--- config.mk ---
export PLATFORM = sky130hd
export DESIGN_NAME = minifloat_window_accum
export DESIGN_NICKNAME = d
export VERILOG_FILES = /design/src/rtl/minifloat_pkg.sv /design/src/rtl/minifloat_decode.sv /design/src/rtl/minifloat_window_accum.sv
export SDC_FILE = /design/constraint.sdc
export NUM_CORES = 1
export LEC_CHECK = 0
export ABC_AREA = 1
export BUFFER_PORTS_ARGS = -buffer_cell sky130_fd_sc_hd__buf_2
export CORE_MARGIN = 1.5
export CORE_UTILIZATION = 58
export DETAILED_ROUTE_END_ITERATION = 16
export GPL_TIMING_DRIVEN = 0
export HOLD_SLACK_MARGIN = 0.02
export PLACE_DENSITY = 0.81
export REMOVE_ABC_BUFFERS = 1
export SLEW_MARGIN = 20
export SYNTH_ARGS = -nofsm -noshare
export SYNTH_HDL_FRONTEND = slang
export SYNTH_SLANG_ARGS = --single-unit
--- constraint.sdc ---
create_clock -name clk -period 2.16 [get_ports clk]
set_input_delay 0.324 -clock clk [delete_from_list [all_inputs] [get_ports clk]]
set_output_delay 0.324 -clock clk [all_outputs]
set_load 0.01 [all_outputs]
--- src/rtl/minifloat_pkg.sv ---
// Shared types for consumers of the int2float minifloat stream.
// Codes are {E[2:0], M[3:0]}; decoded magnitude is M << E (0..1920).
package minifloat_pkg;

  localparam int unsigned MF_E_W   = 3;
  localparam int unsigned MF_M_W   = 4;
  localparam int unsigned MF_VAL_W = 11;

  typedef struct packed {
    logic [MF_E_W-1:0] e;
    logic [MF_M_W-1:0] m;
  } mf_code_t;

  typedef logic [MF_VAL_W-1:0] mf_val_t;

  typedef enum logic [0:0] {
    ACC  = 1'b0,
    HOLD = 1'b1
  } accum_state_t;

endpackage

--- src/rtl/minifloat_decode.sv ---
// Combinational minifloat decoder: value = zero-extend(M) << E.
// Ports:
//   code  in   mf_code_t  minifloat code {e, m}
//   val   out  mf_val_t   unsigned integer magnitude
module minifloat_decode
  import minifloat_pkg::*;
(
  input  mf_code_t code,
  output mf_val_t  val
);

  assign val = MF_VAL_W'(code.m) << code.e;

endmodule

--- src/rtl/minifloat_window_accum.sv ---
// Windowed accumulator of decoded minifloat samples.
// Sums WINDOW decoded codes (or fewer on flush) and presents the sum and
// sample count on a valid/ready output held until accepted.
// Optional macro MINIFLOAT_ACCUM_MAX_EN adds out_max, the largest decoded
// sample of the emitted window.
// Ports:
//   clk, rst            clock, synchronous active-high reset
//   in_valid/in_ready   input code handshake; in_e/in_m code fields
//   flush               close a partial window
//   out_valid/out_ready result handshake
//   out_sum, out_cnt    window sum and number of samples (1..WINDOW)
//   out_max             (macro only) largest decoded sample in the window
module minifloat_window_accum
  import minifloat_pkg::*;
#(
  parameter int unsigned WINDOW = 8,
  parameter int unsigned SUM_W  = 11 + $clog2(WINDOW)
) (
  input  logic                     clk,
  input  logic                     rst,
  input  logic                     in_valid,
  output logic                     in_ready,
  input  logic [MF_E_W-1:0]        in_e,
  input  logic [MF_M_W-1:0]        in_m,
  input  logic                     flush,
  output logic                     out_valid,
  input  logic                     out_ready,
  output logic [SUM_W-1:0]         out_sum,
  output logic [$clog2(WINDOW):0]  out_cnt
`ifdef MINIFLOAT_ACCUM_MAX_EN
  ,
  output logic [MF_VAL_W-1:0]      out_max
`endif
);

  localparam int unsigned CNT_W = $clog2(WINDOW) + 1;

  accum_state_t     state;
  logic [SUM_W-1:0] sum_q;
  logic [CNT_W-1:0] cnt_q;

  mf_code_t         code;
  mf_val_t          val;
  logic             accept;
  logic [SUM_W-1:0] sum_nxt;
  logic [CNT_W-1:0] cnt_nxt;
  logic             window_full;

  assign code = '{e: in_e, m: in_m};

  minifloat_decode u_decode (
    .code (code),
    .val  (val)
  );

  // Candidate running totals if the current beat is taken.
  always_comb begin
    accept      = in_valid & in_ready;
    sum_nxt     = sum_q + SUM_W'(val);
    cnt_nxt     = cnt_q + CNT_W'(1);
    window_full = (cnt_nxt == CNT_W'(WINDOW));
  end

`ifdef MINIFLOAT_ACCUM_MAX_EN
  mf_val_t max_q;
  mf_val_t max_nxt;

  always_comb begin
    max_nxt = (val > max_q) ? val : max_q;
  end
`endif

  // Accumulate in ACC, present and hold the result in HOLD.
  always_ff @(posedge clk) begin
    if (rst) begin
      state     <= ACC;
      sum_q     <= '0;
      cnt_q     <= '0;
      in_ready  <= 1'b1;
      out_valid <= 1'b0;
      out_sum   <= '0;
      out_cnt   <= '0;
`ifdef MINIFLOAT_ACCUM_MAX_EN
      max_q     <= '0;
      out_max   <= '0;
`endif
    end else begin
      unique case (state)
        ACC: begin
          if (accept) begin
            sum_q <= sum_nxt;
            cnt_q <= cnt_nxt;
`ifdef MINIFLOAT_ACCUM_MAX_EN
            max_q <= max_nxt;
`endif
            if (window_full || flush) begin
              out_sum   <= sum_nxt;
              out_cnt   <= cnt_nxt;
`ifdef MINIFLOAT_ACCUM_MAX_EN
              out_max   <= max_nxt;
`endif
              out_valid <= 1'b1;
              in_ready  <= 1'b0;
              state     <= HOLD;
            end
          end else if (flush && (cnt_q != '0)) begin
            out_sum   <= sum_q;
            out_cnt   <= cnt_q;
`ifdef MINIFLOAT_ACCUM_MAX_EN
            out_max   <= max_q;
`endif
            out_valid <= 1'b1;
            in_ready  <= 1'b0;
            state     <= HOLD;
          end
        end
        HOLD: begin
          // Input reopens only after the handshake edge: no bypass.
          if (out_ready) begin
            out_valid <= 1'b0;
            in_ready  <= 1'b1;
            sum_q     <= '0;
            cnt_q     <= '0;
`ifdef MINIFLOAT_ACCUM_MAX_EN
            max_q     <= '0;
`endif
            state     <= ACC;
          end
        end
        default: state <= ACC;
      endcase
    end
  end

endmodule

* Word level (Yosys, flattened, before mapping)
Index checks and enable logic that the tools add are counted.
** Word-level totals
- Bits in registers :: 39
- Input bits :: 12
- Output and inout port bits :: 20
- Logic and storage cells :: 52
** Cells by class
- Add/sub/neg operators :: 2
- Equality and inequality tests :: 6
- Shift operators :: 1
- Muxes and demuxes :: 27
- Bitwise operators :: 2
- Reductions and logical operators :: 7
** Operators by type and width (number)
- $mux W14 :: 5
- $pmux W14 S2 :: 1
- $mux W4 :: 5
- $add A14 B11 Y14 :: 1
- $mux W1 :: 12
- $shl A4 B3 Y11 :: 1
- $pmux W4 S2 :: 1
- $ne A3 B3 Y1 const B :: 2
- $pmux W1 S2 :: 3
- $reduce_and A3 Y1 :: 2
- $add A4 B1 Y4 const B :: 1
- $eq A4 B4 Y1 const B :: 1
- $ne A2 B2 Y1 const B :: 2
- $reduce_bool A4 Y1 :: 1
- $ne A2 B1 Y1 const B :: 1
- $reduce_and A2 Y1 :: 1
- $reduce_bool A2 Y1 :: 1
- $and A1 B1 Y1 :: 1
- $logic_and A1 B1 Y1 :: 1
- $logic_or A1 B1 Y1 :: 1
- $not A1 Y1 :: 1

* Depth between registers and ports, before layout
- Word-level depth :: 6
- Mapped depth :: 18
- Gate-level depth less buffers :: 18

* By module
Synthesis repeated with hierarchy kept, for this count alone.
** Second synthesis, totals
- Cell total of the unflattened synthesis :: 396
- Area total of the unflattened synthesis :: 2597.5 um^2
** By module, submodules not included
- minifloat_window_accum :: times used 1, cells an instance 353, area each 2376.0 um^2, seq. area each 780.7 um^2
- minifloat_decode :: times used 1, cells an instance 43, area each 221.5 um^2, seq. area each 0.0 um^2

* Worst setup path before layout
Ideal clock, no wire load.
- Kind :: input-to-reg
- From :: input in_e[0]
- To :: register sum_q[12]
- Library setup time :: 0.070 ns
- Arrival time :: 1.924 ns
- Data required time :: 2.090 ns
- Path slack :: 0.165 ns
- Stages :: 15
- Path buffers :: 0
- Cell sequence :: inv_1 nand2_1 nor3_1 ha_1 inv_1 fa_1 inv_1 nand3_1 nand3_1 nand3_1 nand3_1 nand2_1 nand2_1 nand3_1 a21oi_1
** On the way
- Word-level cells in the longest chain between the ends :: 4
** Ends and longest elaborated chain
- start, declared :: RTL line minifloat_window_accum.sv:23 : input logic [MF_E_W-1:0] in_e,
- $shl A4 B3 Y11 :: RTL line minifloat_decode.sv:12 : assign val = MF_VAL_W'(code.m) << code.e;
- $add A14 B11 Y14 :: RTL line minifloat_window_accum.sv:59 : sum_nxt = sum_q + SUM_W'(val);
- $mux W14 :: RTL line minifloat_window_accum.sv:90 : if (accept) begin
- $pmux W14 S2 :: RTL line minifloat_window_accum.sv:88 : unique case (state)
- end signal, assigned :: RTL line minifloat_window_accum.sv:91 : sum_q <= sum_nxt;
- end, declared :: RTL line minifloat_window_accum.sv:39 : logic [SUM_W-1:0] sum_q;
Every way passes these cells. The select of a mux whose other input is x is not followed.
A chain may end at the register's enable or synchronous reset.

* Final worst setup path
- From :: input in_e[1]
- To :: register out_sum[8]
** On the way
- Word-level cells in the longest chain between the ends :: 4
** Ends and longest elaborated chain
- $shl A4 B3 Y11 :: RTL line minifloat_decode.sv:12
- $add A14 B11 Y14 :: RTL line minifloat_window_accum.sv:59
- $mux W14 :: RTL line minifloat_window_accum.sv:96 : if (window_full || flush) begin
- $mux W14 :: RTL line minifloat_window_accum.sv:90
- end signal, assigned :: RTL line minifloat_window_accum.sv:97 : out_sum <= sum_nxt;
- end signal, assigned :: RTL line minifloat_window_accum.sv:107 : out_sum <= sum_q;
- end, declared :: RTL line minifloat_window_accum.sv:28 : output logic [SUM_W-1:0] out_sum,
Every way passes these cells. The select of a mux whose other input is x is not followed.

==> flow_metrics.env <==
export IMPL_status="completed"
export IMPL_arrival_ns=2.20
export IMPL_end_kind="register"
export IMPL_synth_enable_flop_cells=0
export IMPL_rsz0062_at_grt="yes"
export IMPL_clock_sinks=39
export IMPL_gr_total_overflow=0
export IMPL_fmax_mhz=496
export IMPL_netSwitchingFraction=0.354
export IMPL_htreeDepth=2
export IMPL_synth_top_cells_by_count="nand2_1, nor2_1, inv_1"
export IMPL_synth_seq_cells=39
export IMPL_r2r_setup_slack_ns=0.21
export IMPL_synth_async_sr_flop_share=0
export IMPL_drv_cap=0
export IMPL_synth_top_area_cell="dfxtp_1"
export IMPL_setup_slack_ns=0.145
export IMPL_core_rowCount=23
export IMPL_place_hpwl_mm=4.24
export IMPL_power_frac_seq=0.454
export IMPL_critPathRequiredTime_ns=2.35
export IMPL_slowest_stage="ha_1"
export IMPL_place_ws_ns=-0.641
export IMPL_power_net_switching_w=0.000649
export IMPL_start_util=0.618
export IMPL_synth_seq_area_share=0.307
export IMPL_max_slew_worst_pin_slew_ns=0.774
export IMPL_synth_cell_type_count=25
export IMPL_drt_first_pass_iters=4
export IMPL_worstPathMaxFanout=8
export IMPL_cts_tree="yes"
export IMPL_dpl_cell_count=473
export IMPL_crit_type="input pin to register"
export IMPL_syn_to_final_growth_pct=11.5
export IMPL_nNetsFinal=460
export IMPL_vias_per_cell=5.36
export IMPL_post_route_drc_count=0
export IMPL_dpl_cell_area_um2=2670
export IMPL_synth_most_common_cell="nand2_1"
export IMPL_p_leak_nw=1.35
export IMPL_finalNonFillerCells=485
export IMPL_setup_violations=0
export IMPL_power_frac_clock=0.271
export IMPL_slew_violations=0
export IMPL_ios=32
export IMPL_slowest_delay_ns=0.37
export IMPL_syn_area_um2=2540
export IMPL_max_vdd_ir_drop_uv=767
export IMPL_relSlewSlack=0.481
export IMPL_ant_nets=0
export IMPL_crit_chain="buf_2 > inv_1 > nand2_1 > o21ai_1 > o21ai_0 > ha_1 > nand2_1 > nor2_1 > a21oi_2 > xor2_1 > buf_4 > a21oi_1 > nor2_1"
export IMPL_internal_power_w=0.00118
export IMPL_hold_class="input pin to register"
export IMPL_ys_warn_count=0
export IMPL_cts_buffers_inserted=5
export IMPL_clkLatencyLatePin_ns=0.29
export IMPL_wire_per_inst_um=12.6
export IMPL_wl_mm=6.12
export IMPL_die_x_um=69.2
export IMPL_fin_crit_sh=0.933
export IMPL_vias=2599
export IMPL_synthTopCellsByArea="dfxtp_1, nand2_1, a21oi_1"
export IMPL_fp_dieH_um=69.2
export IMPL_grt_first_pass_wirelength_mm=10.6
export IMPL_cp_start_kind="input pin"
export IMPL_p_comb_frac=0.275
export IMPL_synth_top_flop_cell="dfxtp_1"
export IMPL_io_buffers=31
export IMPL_track_usage=0.264
export IMPL_diodes=0
export IMPL_antenna_found_initial=0
export IMPL_utilization=0.689
export IMPL_drive_above_1_share=0.149
export IMPL_synth_avg_cell_area_um2=6.26
export IMPL_p_per_area_nw_per_um2=646
export IMPL_synthCells=406
export IMPL_cts_root_buf="clkbuf_8"
export IMPL_gp_congestion=0.880
export IMPL_skew_ns=0.00679
export IMPL_grt_pass1_vias=2435
export IMPL_die_area_um2=4790
export IMPL_critical_path_top_delay_family="compound AO/OA/AOI/OAI gates"
export IMPL_core_area_um2=4120
export IMPL_clockBufferDepth=2
export IMPL_finalCriticalPeriod_ns=2.02
export IMPL_fin_area_um2=2840
export IMPL_synth_top_area_share=0.307
export IMPL_drt_iter0_markers=141
export IMPL_clkTransAtPathRegs_ns=0.08
export IMPL_crit_buf_inv=3
export IMPL_finalHoldViolCount=0
export IMPL_grt_max_degree=25
==> logic make-up (layout without fill, tap and decap cells) <==
family / after synthesis / count (layout) / share of synthesized area
fa+ha+maj: 14 / 14 / 0.0719
flops: 39 / 39 / 0.307
xor+xnor: 6 / 6 / 0.0207
simple gates: 215 / 215 / 0.351
compound gates: 71 / 71 / 0.146
buf+inv: 61 / 90 / 0.103
==> path summary, 6_finish.rpt <==
| check | startpoint | endpoint | depth (start not counted) |
|---|---|---|---|
| worst max-delay path | in_e[1] | out_sum[8] | 13 |
| worst min-delay path | out_ready | cnt_q[0] | 4 |
| worst max register to register | in_ready | out_sum[1] | 9 |
| worst min register to register | out_sum[1] | out_sum[1] | 2 |
==> sequential cells by signal, indices dropped and copies added, names as in the netlist <==
name,flops
out_cnt,4
state,1
in_ready,1
out_sum,14
sum_q,14
cnt_q,4
out_valid,1
==> power groups by stage <==
stage,sequential [W],clock (W),combinational [W]
final,0.000831,0.000497,0.000503
after global routing,0.000841,0.000531,0.000563
after CTS,0.000830,0.000506,0.000486
after detailed placement,0.000845,0,0.000474
after global placement,0.000844,0,0.000463
after floorplan,0.000864,0,0.000299
==> through the flow <==
stage	hold WS [ns]	total power [W]	setup TNS, ns
finish	0.314	0.00183	0
global placement	0.444	0.00131	-18.42
floorplan	0.386	0.00116	-0.120
detailed placement	0.448	0.00132	-18.60
global route	0.313	0.00194	-0.179
CTS	0.312	0.00182	0
==> placed cells by master, fill, tap and decap left out, drive strengths merged <==
master / netlist / layout
nand4: 9 / 9
inv: 47 / 46
o21ai: 32 / 32
dfxtp: 39 / 39
nand2: 121 / 121
nand3: 29 / 29
nor2: 50 / 50
xor2: 4 / 4
xnor2: 2 / 2
clkbuf: 5 / 6
ha: 13 / 13
clkinvlp: 0 / 4
fa: 1 / 1
clkinv: 0 / 1
a21oi: 39 / 39
nor3: 4 / 4
and2: 2 / 2
buf: 9 / 33
==> per-layer routing <==
metal / routed length (um) / up-vias / part of all wire / track usage
met3: 274 / 5 / 0.045 / 0.0422
met2: 3130 / 60 / 0.51 / 0.473
li1: - / 1357 / - / -
met1: 2650 / 1177 / 0.43 / 0.326
met5: 0 / - / 0 / 0
met4: 57 / 0 / 0.0093 / 0.0719
==> worst register-to-register path, delay by kind of cell (launching register included) <==
| family | cells | cell delay, ns |
|---|---|---|
| buffers and inverters | 2 | 0.56 |
| DFF | 1 | 0.33 |
| and+or+nand+nor | 6 | 0.85 |
| AOI/OAI and AO/OA | 1 | 0.12 |
==> final cells by class <==
cell class	count	area (um^2)
clock buffers	6	72.6
clock inverters	2	12.5
fillers	388	1280
inverters	47	183
multi-input cells	306	1540
flip-flops and latches	39	781
well taps	50	62.6
repair buffers	33	170
repair inverters	2	10.0
==> repair_timing <==
action / 4_1_cts / 5_1_grt
pin swaps: 1 / 5
resized for setup: 3 / 17
buffers inserted: 0 / 2
cloned: 2 / 0
hold buffers: 0 / 0
setup endpoints to repair: 38 / 28
(Power assumes the default switching activity.)
